**src/rtl/mmu_int_pkg.sv**
```systemverilog
// Shared constants for the MMU-mapped interrupt controller: register map,
// FSM state encodings, STATUS bit positions and the default bus width.
package mmu_int_pkg;

    localparam int DATA_W_DEF = 24;

    localparam logic [1:0] ADDR_PEND   = 2'd0;
    localparam logic [1:0] ADDR_MASK   = 2'd1;
    localparam logic [1:0] ADDR_STATUS = 2'd2;
    localparam logic [1:0] ADDR_CTRL   = 2'd3;

    localparam logic [1:0] IDLE = 2'd0;
    localparam logic [1:0] REQ  = 2'd1;
    localparam logic [1:0] SVC  = 2'd2;

    localparam int STAT_REQ_BIT   = 3;
    localparam int STAT_INSVC_BIT = 4;

endpackage

```
**src/rtl/int_prio_enc.sv**
```systemverilog
// Fixed-priority encoder: reports the lowest set index of vec and whether any bit is set.
module int_prio_enc #(
    parameter int NUM_SRC = 8
) (
    input  logic [NUM_SRC-1:0] vec,
    output logic               valid,
    output logic [2:0]         idx
);

    // Scan from the top down so the lowest set index is the last one written.
    always_comb begin
        valid = 1'b0;
        idx   = 3'd0;
        for (int i = NUM_SRC - 1; i >= 0; i--) begin
            if (vec[i]) begin
                valid = 1'b1;
                idx   = 3'(i);
            end
        end
    end

endmodule

```
**src/rtl/mmu_int_ctrl.sv**
```systemverilog
// Interrupt controller: pending/mask/enable registers, fixed priority, req/ack/EOI handshake.
// Define INT_LEVEL_EN for level-sensitive sources; default is rising-edge capture.
module mmu_int_ctrl
    import mmu_int_pkg::*;
#(
    parameter int NUM_SRC = 8,
    parameter int DATA_W  = DATA_W_DEF
) (
    input  logic              clk,
    input  logic              rst_n,
    input  logic [NUM_SRC-1:0] int_src,
    input  logic              CPU_en_int,
    input  logic              CPU_rw,
    input  logic [1:0]        CPU_addr,
    input  logic [DATA_W-1:0] din_mmu,
    output logic [DATA_W-1:0] dout_mmu,
    output logic              int_req,
    output logic [2:0]        int_id,
    input  logic              int_ack
);

    logic [NUM_SRC-1:0] pend_reg, pend_next;
    logic [NUM_SRC-1:0] mask_reg, mask_next;
    logic               enable_reg, enable_next;
    logic [NUM_SRC-1:0] src_q;
    logic [2:0]         id_q, id_next;
    logic [1:0]         state_reg, state_next;

    logic               wr_stb, eoi, ack_fire, in_service;
    logic [NUM_SRC-1:0] w1c, ack_clr, clr, eligible;
    logic [7:0]         ack_onehot, elig_next_pad;
    logic               enc_valid;
    logic [2:0]         enc_idx;

    assign wr_stb     = CPU_en_int & ~CPU_rw;
    assign eoi        = wr_stb && (CPU_addr == ADDR_STATUS) && (state_reg == SVC);
    assign ack_fire   = int_ack && (state_reg == REQ);
    assign in_service = (state_reg == SVC);
    assign int_req    = (state_reg == REQ);
    assign int_id     = id_q;

    assign w1c        = (wr_stb && CPU_addr == ADDR_PEND) ? din_mmu[NUM_SRC-1:0] : '0;
    assign ack_onehot = 8'd1 << id_q;
    assign ack_clr    = ack_fire ? ack_onehot[NUM_SRC-1:0] : '0;
    assign clr        = w1c | ack_clr;

`ifdef INT_LEVEL_EN
    assign pend_next = int_src;
    logic unused_lvl;
    assign unused_lvl = ^{clr, src_q};
`else
    // A new edge beats any clear landing on the same bit in the same cycle.
    assign pend_next = (pend_reg & ~clr) | (int_src & ~src_q);
`endif

    assign mask_next   = (wr_stb && CPU_addr == ADDR_MASK) ? din_mmu[NUM_SRC-1:0] : mask_reg;
    assign enable_next = (wr_stb && CPU_addr == ADDR_CTRL) ? din_mmu[0] : enable_reg;
    assign eligible    = pend_reg & mask_reg;

    // Look-ahead eligibility so a de-eligibling write drops int_req on the very next cycle.
    always_comb begin
        elig_next_pad = '0;
        elig_next_pad[NUM_SRC-1:0] = pend_next & mask_next & {NUM_SRC{enable_next}};
    end

    int_prio_enc #(.NUM_SRC(NUM_SRC)) u_prio (
        .vec   (eligible),
        .valid (enc_valid),
        .idx   (enc_idx)
    );

    always_comb begin
        state_next = state_reg;
        id_next    = id_q;
        case (state_reg)
            IDLE: begin
                if (enable_reg && enc_valid) begin
                    state_next = REQ;
                    id_next    = enc_idx;
                end
            end
            REQ: begin
                if (int_ack)
                    state_next = SVC;
                else if (!elig_next_pad[id_q])
                    state_next = IDLE;
            end
            SVC: begin
                if (eoi)
                    state_next = IDLE;
            end
            default: state_next = IDLE;
        endcase
    end

    always_ff @(posedge clk or negedge rst_n) begin
        if (!rst_n) begin
            pend_reg   <= '0;
            mask_reg   <= '0;
            enable_reg <= 1'b0;
            src_q      <= '0;
            id_q       <= 3'd0;
            state_reg  <= IDLE;
        end else begin
            pend_reg   <= pend_next;
            mask_reg   <= mask_next;
            enable_reg <= enable_next;
            src_q      <= int_src;
            id_q       <= id_next;
            state_reg  <= state_next;
        end
    end

    always_comb begin
        dout_mmu = '0;
        case (CPU_addr)
            ADDR_PEND:   dout_mmu[NUM_SRC-1:0] = pend_reg;
            ADDR_MASK:   dout_mmu[NUM_SRC-1:0] = mask_reg;
            ADDR_STATUS: begin
                dout_mmu[STAT_INSVC_BIT] = in_service;
                dout_mmu[STAT_REQ_BIT]   = int_req;
                dout_mmu[2:0]            = id_q;
            end
            default:     dout_mmu[0] = enable_reg;
        endcase
    end

    logic unused_din;
    assign unused_din = ^din_mmu;

endmodule

```
**config.mk**
```make
export PLATFORM = sky130hd
export DESIGN_NAME = mmu_int_ctrl
export DESIGN_NICKNAME = d
export VERILOG_FILES = /design/src/rtl/mmu_int_pkg.sv /design/src/rtl/int_prio_enc.sv /design/src/rtl/mmu_int_ctrl.sv
export SDC_FILE = /design/constraint.sdc
export NUM_CORES = 1
export LEC_CHECK = 0
export CAP_MARGIN = 20
export CORE_MARGIN = 8
export CORE_UTILIZATION = 25
export DETAILED_ROUTE_END_ITERATION = 8
export PLACE_DENSITY = 0.48
export SYNTH_ARGS = -nofsm -noshare
export SYNTH_HDL_FRONTEND = slang
export SYNTH_SLANG_ARGS = --single-unit
```
**constraint.sdc**
```tcl
create_clock -name clk -period 1.7 [get_ports clk]
set_input_delay 0.34 -clock clk [delete_from_list [all_inputs] [get_ports clk]]
set_output_delay 0.34 -clock clk [all_outputs]
set_load 0.01 [all_outputs]
```
==> summary by stage, run 1 <==
Status
The flow ran to the end, and the final reports show no timing, DRC or antenna violations.

Global route
The first-pass GRT wire length is ~8600 um. In the global route stage, overall resource usage came out at 0.108. The initial antenna violation count is 0.

The number of global-route vias before repair came to 1686. The pin count of the biggest net entering global routing is 31. Summed over all layers, the global routing overflow is 0.

Timing
The number of slew-limit violations in the final report was 0. The final hold violation count is 0. The ratio of final minimum period to clock period is 0.995. The clock arrives with a little under 0.009 ns of skew. The final critical-path required period is between 1.5 and 2 ns.

Setup violations remaining at the end of the flow were counted as 0. Setup repair after global routing could not meet its margin everywhere. The highest clock frequency the design can meet is between 500 and 600 MHz.

Logic synthesis
The share of the Yosys chip area taken by registers is 0.426. After synthesis the cells add up to 0.00176 mm2. The post-synthesis async set-or-reset flop share is 1.00. The number of flops mapped to enable cells by yosys is 0. The per-instance average area after synthesis is roughly 10 um2. The number of different library cells used by synthesis comes to 46.

The Yosys step of the flow raised 0 warnings. Among all flip-flop cells after synthesis, the most frequent one is sky130_fd_sc_hd__dfrtp_1. The number of storage elements in the synthesis netlist is 30. The cell count after synthesis is about 180.

Setup path
The cell type group with the largest total delay on the critical path is compound AO/OA/AOI/OAI gates. The largest fanout on the critical path is 8. STA classifies the critical path startpoint as an input pin. The category of the most critical setup path is in -> reg. The origin of the worst setup path is CPU_rw. Walking the worst path, the cells encountered are buf_8, or4b_4, o221a_1, o211ai_1, o211a_1, o41ai_2. For the worst setup path, the data arrival time is between 1.5 and 2 ns. The delay of the slowest cell on the worst path is about 0.63 ns. The cell with the largest stage delay on the worst path is sky130_fd_sc_hd__or4b_4. In this run the critical register-to-register path is launched from state_reg[1].

Together, buffers and inverters on the worst path number 1. STA classifies the critical path endpoint as a flop. The required time at the worst-slack endpoint is around 1.9 ns.

Die
The vertical extent of the die is 99.9 um. The floorplan step defined a core boundary enclosing around 0.0068 mm2. For this configuration, the core starts out at a cell density of 0.259. The total number of placement rows is 30. The die is approximately 100 um wide. The number of top-level design ports is 67.

The die covers 0.00998 mm2.

Routing
The routed design has between 5000 and 6000 um of wire. For this run, the detailed router's first-pass iteration total came to 5. The antenna violation net count after detailed routing is 0. Dividing the detail-routed wire length by the instance count gives around 15 um. In this run, the number of DRC markers left after iteration 0 of detailed routing was 25. The number of vias per cell after detailed routing is approximately 4.4. The total vias in the final route is roughly 1500. The number of design rule violations left after detail routing is 0.

CTS
The H-tree depth is 2. The clock insertion delay at the later pin of the skew report is 0.28 ns. The clock passes through at most 2 buffers.

CTS placed an instance of sky130_fd_sc_hd__clkbuf_8 at the clock tree root. In this run, post-CTS hold repair placed 0 buffers. The total CTS buffers is 5. Clock-pin slew was measured on the worst setup and hold paths at 0.07 ns.

TritonCTS built the clock tree. The clock net sink count is 30.

Cells and area
The number of fill cells in the layout is just under 700. Of the cells placed in the final design, the portion with a size suffix greater than 1 is 0.332. The area of combinational cells with multiple inputs is about 930 um2. The number of antenna repair diodes is 0.

Summing all flip-flop and latch instances after layout gives roughly 750 um2. The area growth from synthesis to layout is 49.0%. After the last flow step, the layout net total stands at 291. In the layout the commonest cells are sky130_fd_sc_hd__buf_4, sky130_fd_sc_hd__dfrtp_1, sky130_fd_sc_hd__inv_1. The most common library cell in the layout ignoring fill and taps is sky130_fd_sc_hd__buf_4. The final standard cell area without fillers is 0.00262 mm2.

Pwr
The static power due to leakage is roughly 1.2 nW. The total power draw is around 3.2 mW. The power per cell area is 1220 mW/mm2.

The worst-case IR drop observed on VDD is 0.356 mV.

Placed design
The quantity of I/O buffers inserted on ports is 34. The half-perimeter wire length of the detailed placement result is approximately 4100 um. The routability-driven placement congestion ratio is between 0.8 and 0.9. Summing all placed instances gives a cell area of 0.00242 mm2.

Worst hold path
The path type of the worst min-delay path is in -> async.

Job
The max-cap check violation count is 0.
==> per-layer routing <==
layer  wire [um]  global-route usage  share of wire  up-vias
met5           0                   0              0        -
met4          82              0.0407          0.016        0
met3         373              0.0304          0.071        8
met2        2490               0.178           0.47       49
met1        2290               0.131           0.44      743
li1            -                   -              -      741
==> area by class of cell <==
class / count / share of cell area
multi-input cells: 119 / 0.355
flip-flops and latches: 30 / 0.287
repair buffers: 77 / 0.250
well taps: 96 / 0.0458
clock buffers: 7 / 0.0329
inverters: 19 / 0.0272
clock inverters: 1 / 0.00191
==> cell families (layout without fill, tap and decap cells) <==
family          Yosys count  after routing  synth area share
simple gates             44             44             0.139
compound gates           42             42             0.198
mux                      17             17             0.107
other cells               1             16           0.00213
flops                    30             30             0.426
buf+inv                  41            104             0.127
==> power by group <==
group	leakage, nW	switching (mW)	internal, mW
combinational	0.823	0.720	0.842
clock	0.0482	0.273	0.326
sequential	0.336	0.158	0.870
==> synthesized netlist by cell type (2+ instances only) <==
cell type                  count  area share
sky130_fd_sc_hd__a211oi_1      4       0.017
sky130_fd_sc_hd__a21oi_1       5       0.014
sky130_fd_sc_hd__a22o_1        3       0.015
sky130_fd_sc_hd__a22oi_1       4       0.017
sky130_fd_sc_hd__buf_4        18       0.077
sky130_fd_sc_hd__clkbuf_1      2      0.0043
sky130_fd_sc_hd__dfrtp_1      30        0.43
sky130_fd_sc_hd__inv_1        19       0.041
sky130_fd_sc_hd__mux2_1        3       0.019
sky130_fd_sc_hd__mux2_2        2       0.013
sky130_fd_sc_hd__mux2i_1      11       0.063
sky130_fd_sc_hd__nand2_1      18       0.038
sky130_fd_sc_hd__nand2b_1      8       0.028
sky130_fd_sc_hd__nand4b_1      2       0.010
sky130_fd_sc_hd__nor2_1        4      0.0085
sky130_fd_sc_hd__nor2b_1       4       0.014
sky130_fd_sc_hd__o21ai_0       2      0.0057
sky130_fd_sc_hd__o21ai_1       5       0.014
sky130_fd_sc_hd__o221ai_2      4       0.034
==> final timing paths <==
check                          endpoint  slack, ns  cells past startpoint
max                        state_reg[0]      0.008                      6
min                            src_q[6]       0.45                      2
max reg2reg                state_reg[0]       0.04                      6
min reg2reg                 pend_reg[5]       0.46                      1
max in group asynchronous     int_id[2]       0.95                      2
min in group clk            pend_reg[5]       0.46                      1
==> repair_timing <==
action	CTS	global route
buffers inserted	6	0
endpoints found under the hold margin	0	0
pin swaps	10	1
setup endpoints to repair	17	5
resized for setup	57	5
==> per-stage QoR <==
| stage | TNS [ns] | instances | hold WS (ns) | utilization | setup WS, ns |
|---|---|---|---|---|---|
| detailed placement | -8.77 | 335 | 0.449 | 0.357 | -0.681 |
| global route | -0.0676 | 349 | 0.475 | 0.386 | -0.0571 |
| CTS | 0 | 349 | 0.461 | 0.387 | 0.00304 |
| global placement | -8.61 | 335 | 0.422 | 0.357 | -0.652 |
| finish | 0 | 349 | 0.446 | 0.386 | 0.00831 |
| floorplan | -0.0371 | 190 | 0.0444 | - | -0.0371 |
Power figures use the tool's default switching activity.
==> run 2: changes to the inputs <==
--- a/config.mk
+++ b/config.mk
@@ -5,7 +5,7 @@
 export SDC_FILE = /design/constraint.sdc
 export NUM_CORES = 1
 export LEC_CHECK = 0
-export CAP_MARGIN = 20
+export CAP_MARGIN = 10
 export CORE_MARGIN = 8
 export CORE_UTILIZATION = 25
 export DETAILED_ROUTE_END_ITERATION = 8
==> results of run 2 <==
The final DEF is identical to that of run 1; final timing and power are the same.
==> run 3: changes to the inputs <==
--- a/config.mk
+++ b/config.mk
@@ -9,7 +9,9 @@
 export CORE_MARGIN = 8
 export CORE_UTILIZATION = 25
 export DETAILED_ROUTE_END_ITERATION = 8
+export GPL_ROUTABILITY_DRIVEN = 0
 export PLACE_DENSITY = 0.48
 export SYNTH_ARGS = -nofsm -noshare
 export SYNTH_HDL_FRONTEND = slang
+export SYNTH_HIERARCHICAL = 1
 export SYNTH_SLANG_ARGS = --single-unit
==> run 3 against run 2 <==
Net effect:
- the run now ends with negative setup slack left
- clock skew is 0.0037 ns lower
- sequential power is 5% lower
- largest cell class unchanged
- combinational power fell by 9%
==> summary by stage, run 3 <==
Timing
The worst hold-check slack is 0.452 ns (+0.00584 ns). The slack of the critical path is -0.102 ns (-0.110 ns). The final worst clock skew came to 0.00501 ns (-0.00371 ns). The number of slew-limit violations in the final report is 0 (unchanged). The final critical-path required period is 1.80 ns (+0.110 ns). Setup repair after global routing could not meet its margin everywhere.

The ratio of final minimum period to clock period came to 1.06 (+0.0649). The final hold violation count is 0 (unchanged). The highest clock frequency the design can meet is 555 MHz (-6.1%). The total setup violations reported at the end of the flow was 1 (+1).

Placed design
The quantity of I/O buffers inserted on ports came to 34 (unchanged). The placement-stage cell area came to 0.00241 mm2 (-0.52%). The half-perimeter wire length of the detailed placement result is 4170 um (+1.2%). The number of placed instances, taps included is 337 (+0.60%).

Cells and area
The fraction of layout cells with a size suffix above 1 was 0.344 (+0.0115). The number of fill cells in the layout is 708 (+2.9%). The most common library cell in the layout ignoring fill and taps is sky130_fd_sc_hd__buf_4.

The final core utilization came to 0.400 (+0.0136). The library cells used most frequently in the layout, excluding fill and tap cells, are sky130_fd_sc_hd__buf_4, sky130_fd_sc_hd__dfrtp_1, sky130_fd_sc_hd__clkdlybuf4s50_1. The net count reported at finish is 300 (+3.1%). The final standard cell area without fillers came to 0.00273 mm2 (+4.1%). Relative to the synthesized area, the layout overhead comes to 54.3%. The final cell count without fillers is 358 (+2.6%). The number of antenna repair diodes is 0 (unchanged).

Die
The effective utilization at floorplan was 0.259 (about the same). The width of the die is 100 um (+0.24%). The total die area is 0.0100 mm2 (+0.48%). The area of the placeable core is 0.00683 mm2 (+0.55%). The total number of placement rows is 30 (unchanged). The vertical extent of the die was 100 um (+0.24%). The number of top-level design ports is 67 (unchanged).

Setup path
The number of cells on the worst reg-to-reg path is 7 (+1). The combined buffer and inverter count along the critical path was 1 (unchanged). STA classifies the critical path endpoint as a flop. The reg-to-reg setup timing slack was -0.10 ns (-0.14 ns). Traced cell by cell, the critical path runs through buf_4, nor2b_4, nand2_1, o311ai_1, o21ai_1, a311o_1, a31o_1. The kind of start point of the critical path is a flop. The required time at the worst-slack endpoint is 1.87 ns (+0.02 ns). The data arrival time of the critical path is 1.97 ns (+0.13 ns). The startpoint identified for the worst register-to-register timing path is state_reg[1]. The cell type group with the largest total delay on the critical path is compound AO/OA/AOI/OAI gates. The setup path with the least slack is of type reg -> reg. For this design, the slowest cell found on the critical path is sky130_fd_sc_hd__dfrtp_1. In this run the critical register-to-register path is captured at state_reg[0]. The delay of the slowest cell on the worst path came to 0.39 ns (-0.24 ns). The largest fanout on the critical path is 3 (-5). The number of cells on the critical path was 7 (+1).

Job
The max-cap check violation count is 0 (unchanged).

Routing
The final wirelength is 5460 um (+4.1%). The length of the first detailed-routing pass in iterations is 4 (-1). The antenna violation net count after detailed routing came to 0 (unchanged). The total vias in the final route was 1568 (+1.8%). The number of vias per cell after detailed routing came to 4.38 (-0.81%). The average wire length per cell after detail routing is 15.2 um (+1.5%). The number of design rule violations left after detail routing came to 0 (unchanged). The initial DRC count is 93 (+270%).

CTS
The total CTS buffers came to 5 (unchanged). TritonCTS built the clock tree. The H-tree depth is 2 (unchanged). The post-CTS clock slew at the launch and capture registers of the worst setup and hold paths is 0.06 ns (about the same). The clock root buffer master is sky130_fd_sc_hd__clkbuf_8. The clock net sink count is 30 (unchanged). The maximum root-to-sink buffer count is 2 (unchanged).

The clock insertion delay at the later pin of the skew report was 0.28 ns (about the same).

Logic synthesis
Counting instances in the post-synthesis netlist gives the leading cell types as sky130_fd_sc_hd__dfrtp_1, sky130_fd_sc_hd__buf_4, sky130_fd_sc_hd__nand2_1, sky130_fd_sc_hd__inv_1. The cell count after synthesis is 179 (+2.3%). The biggest area contributor in the post-synthesis netlist is sky130_fd_sc_hd__dfrtp_1. By area the synthesized netlist is led by sky130_fd_sc_hd__dfrtp_1, sky130_fd_sc_hd__buf_4, sky130_fd_sc_hd__mux2i_1, sky130_fd_sc_hd__nand2_1, sky130_fd_sc_hd__and2_1.

The number of flops mapped to enable cells by yosys is 0 (unchanged). The number of storage elements in the synthesis netlist was 30 (unchanged). The sequential share of the synthesized area came to 0.424 (-0.00241). The combined area of all synthesized cells is 0.00177 mm2 (+0.57%).

The post-synthesis async set-or-reset flop share came to 1.00 (unchanged). The number of warnings printed during yosys synthesis is 6 (+6). The distinct cell type count of the synthesized netlist came to 45 (-2.2%). The portion of synthesized cell area occupied by the leading cell type is 0.424 (-0.00241). The per-instance average area after synthesis came to 9.89 um2 (-1.7%).

The most used flip-flop cell after synthesis is sky130_fd_sc_hd__dfrtp_1. Among all cell types in the netlist, the one instantiated most often is sky130_fd_sc_hd__dfrtp_1.

Global route
The global routing usage on met1 came to 0.142 (+0.0112). met2 is the most crowded layer. The total global routing overflow is 0 (unchanged). The met3 global-route usage came to 0.0298 (-0.000692). The initial antenna violation count was 0 (unchanged).

The pin count of the biggest net entering global routing came to 31 (unchanged). The met2 usage is 0.178 (+0.000422). The overall routing resource usage came to 0.110 (+0.00236). The number of global-route vias before repair is 1631 (-3.3%). The first-pass GRT wire length came to 8560 um (unchanged).

Pwr
The static power due to leakage is 1.27 nW (+5.1%). The total power draw is 3.11 mW (-2.5%). The power per cell area came to 1140 mW/mm2 (-6.4%). The largest vdd supply drop is 0.362 mV (+1.6%).

Worst hold path
In this run the most critical hold path is launched from src_q[2]. The path type of the worst min-delay path is reg -> reg. The worst hold path terminates at pend_reg[2]. The worst hold path depth is 1.

Status
The run finished, with violations left. The checks that failed: negative setup slack.
-- run 3: cell families (layout without fill, tap and decap cells) --
family,after synthesis,in the layout,synth area share
flip-flops,30,30,0.424
AO/OA/AOI/OAI,36,36,0.146
multiplexers,19,19,0.124
other,1,16,0.00212
AND/OR/NAND/NOR,61,61,0.199
buffers and inverters,32,100,0.104
-- run 3: cell type report --
| type | count | area [um2] | area share |
|---|---|---|---|
| clock buffer | 7 | 76.3 | 0.0279 |
| clock inverter | 1 | 30.0 | 0.0110 |
| inverter | 11 | 41.3 | 0.0151 |
| multi-input combinational | 132 | 988 | 0.362 |
| sequential | 30 | 752 | 0.275 |
| tap | 96 | 120 | 0.0440 |
| timing repair buffer | 81 | 723 | 0.265 |
-- run 3: worst max-delay path by stage --
stage	startpoint	to	slack [ns]
2_1_floorplan	state_reg[1]	state_reg[0]	-0.10
3_3_place_gp	CPU_addr[0]	dout_mmu[2]	-0.79
3_5_place_dp	CPU_addr[0]	dout_mmu[2]	-0.78
4_1_cts	state_reg[1]	state_reg[0]	-0.14
5_1_grt	state_reg[1]	state_reg[0]	-0.17
6_report	state_reg[1]	state_reg[0]	-0.10
-- run 3: what timing repair did --
item                       4_1_cts  5_1_grt
setup endpoints to repair       16       11
pin swaps                        8       12
gates resized for setup         54       22
setup buffers                   11        3
hold buffers                     0        0
-- run 3: power by group --
group,switching (mW),internal (mW)
logic,0.669,0.753
clock network,0.270,0.438
registers,0.120,0.857
total,1.06,2.05
-- run 3: layer usage --
metal / part of all wire / up-vias
li1: - / 766
met1: 0.46 / 752
met2: 0.47 / 45
met3: 0.063 / 5
met4: 0.0066 / 0
met5: 0 / -
-- run 3: through the flow --
stage	setup slack (ns)	TNS [ns]
after floorplan	-0.101	-0.101
after global placement	-0.792	-8.59
after detailed placement	-0.785	-8.80
after CTS	-0.136	-0.155
after global routing	-0.175	-0.204
final	-0.102	-0.102
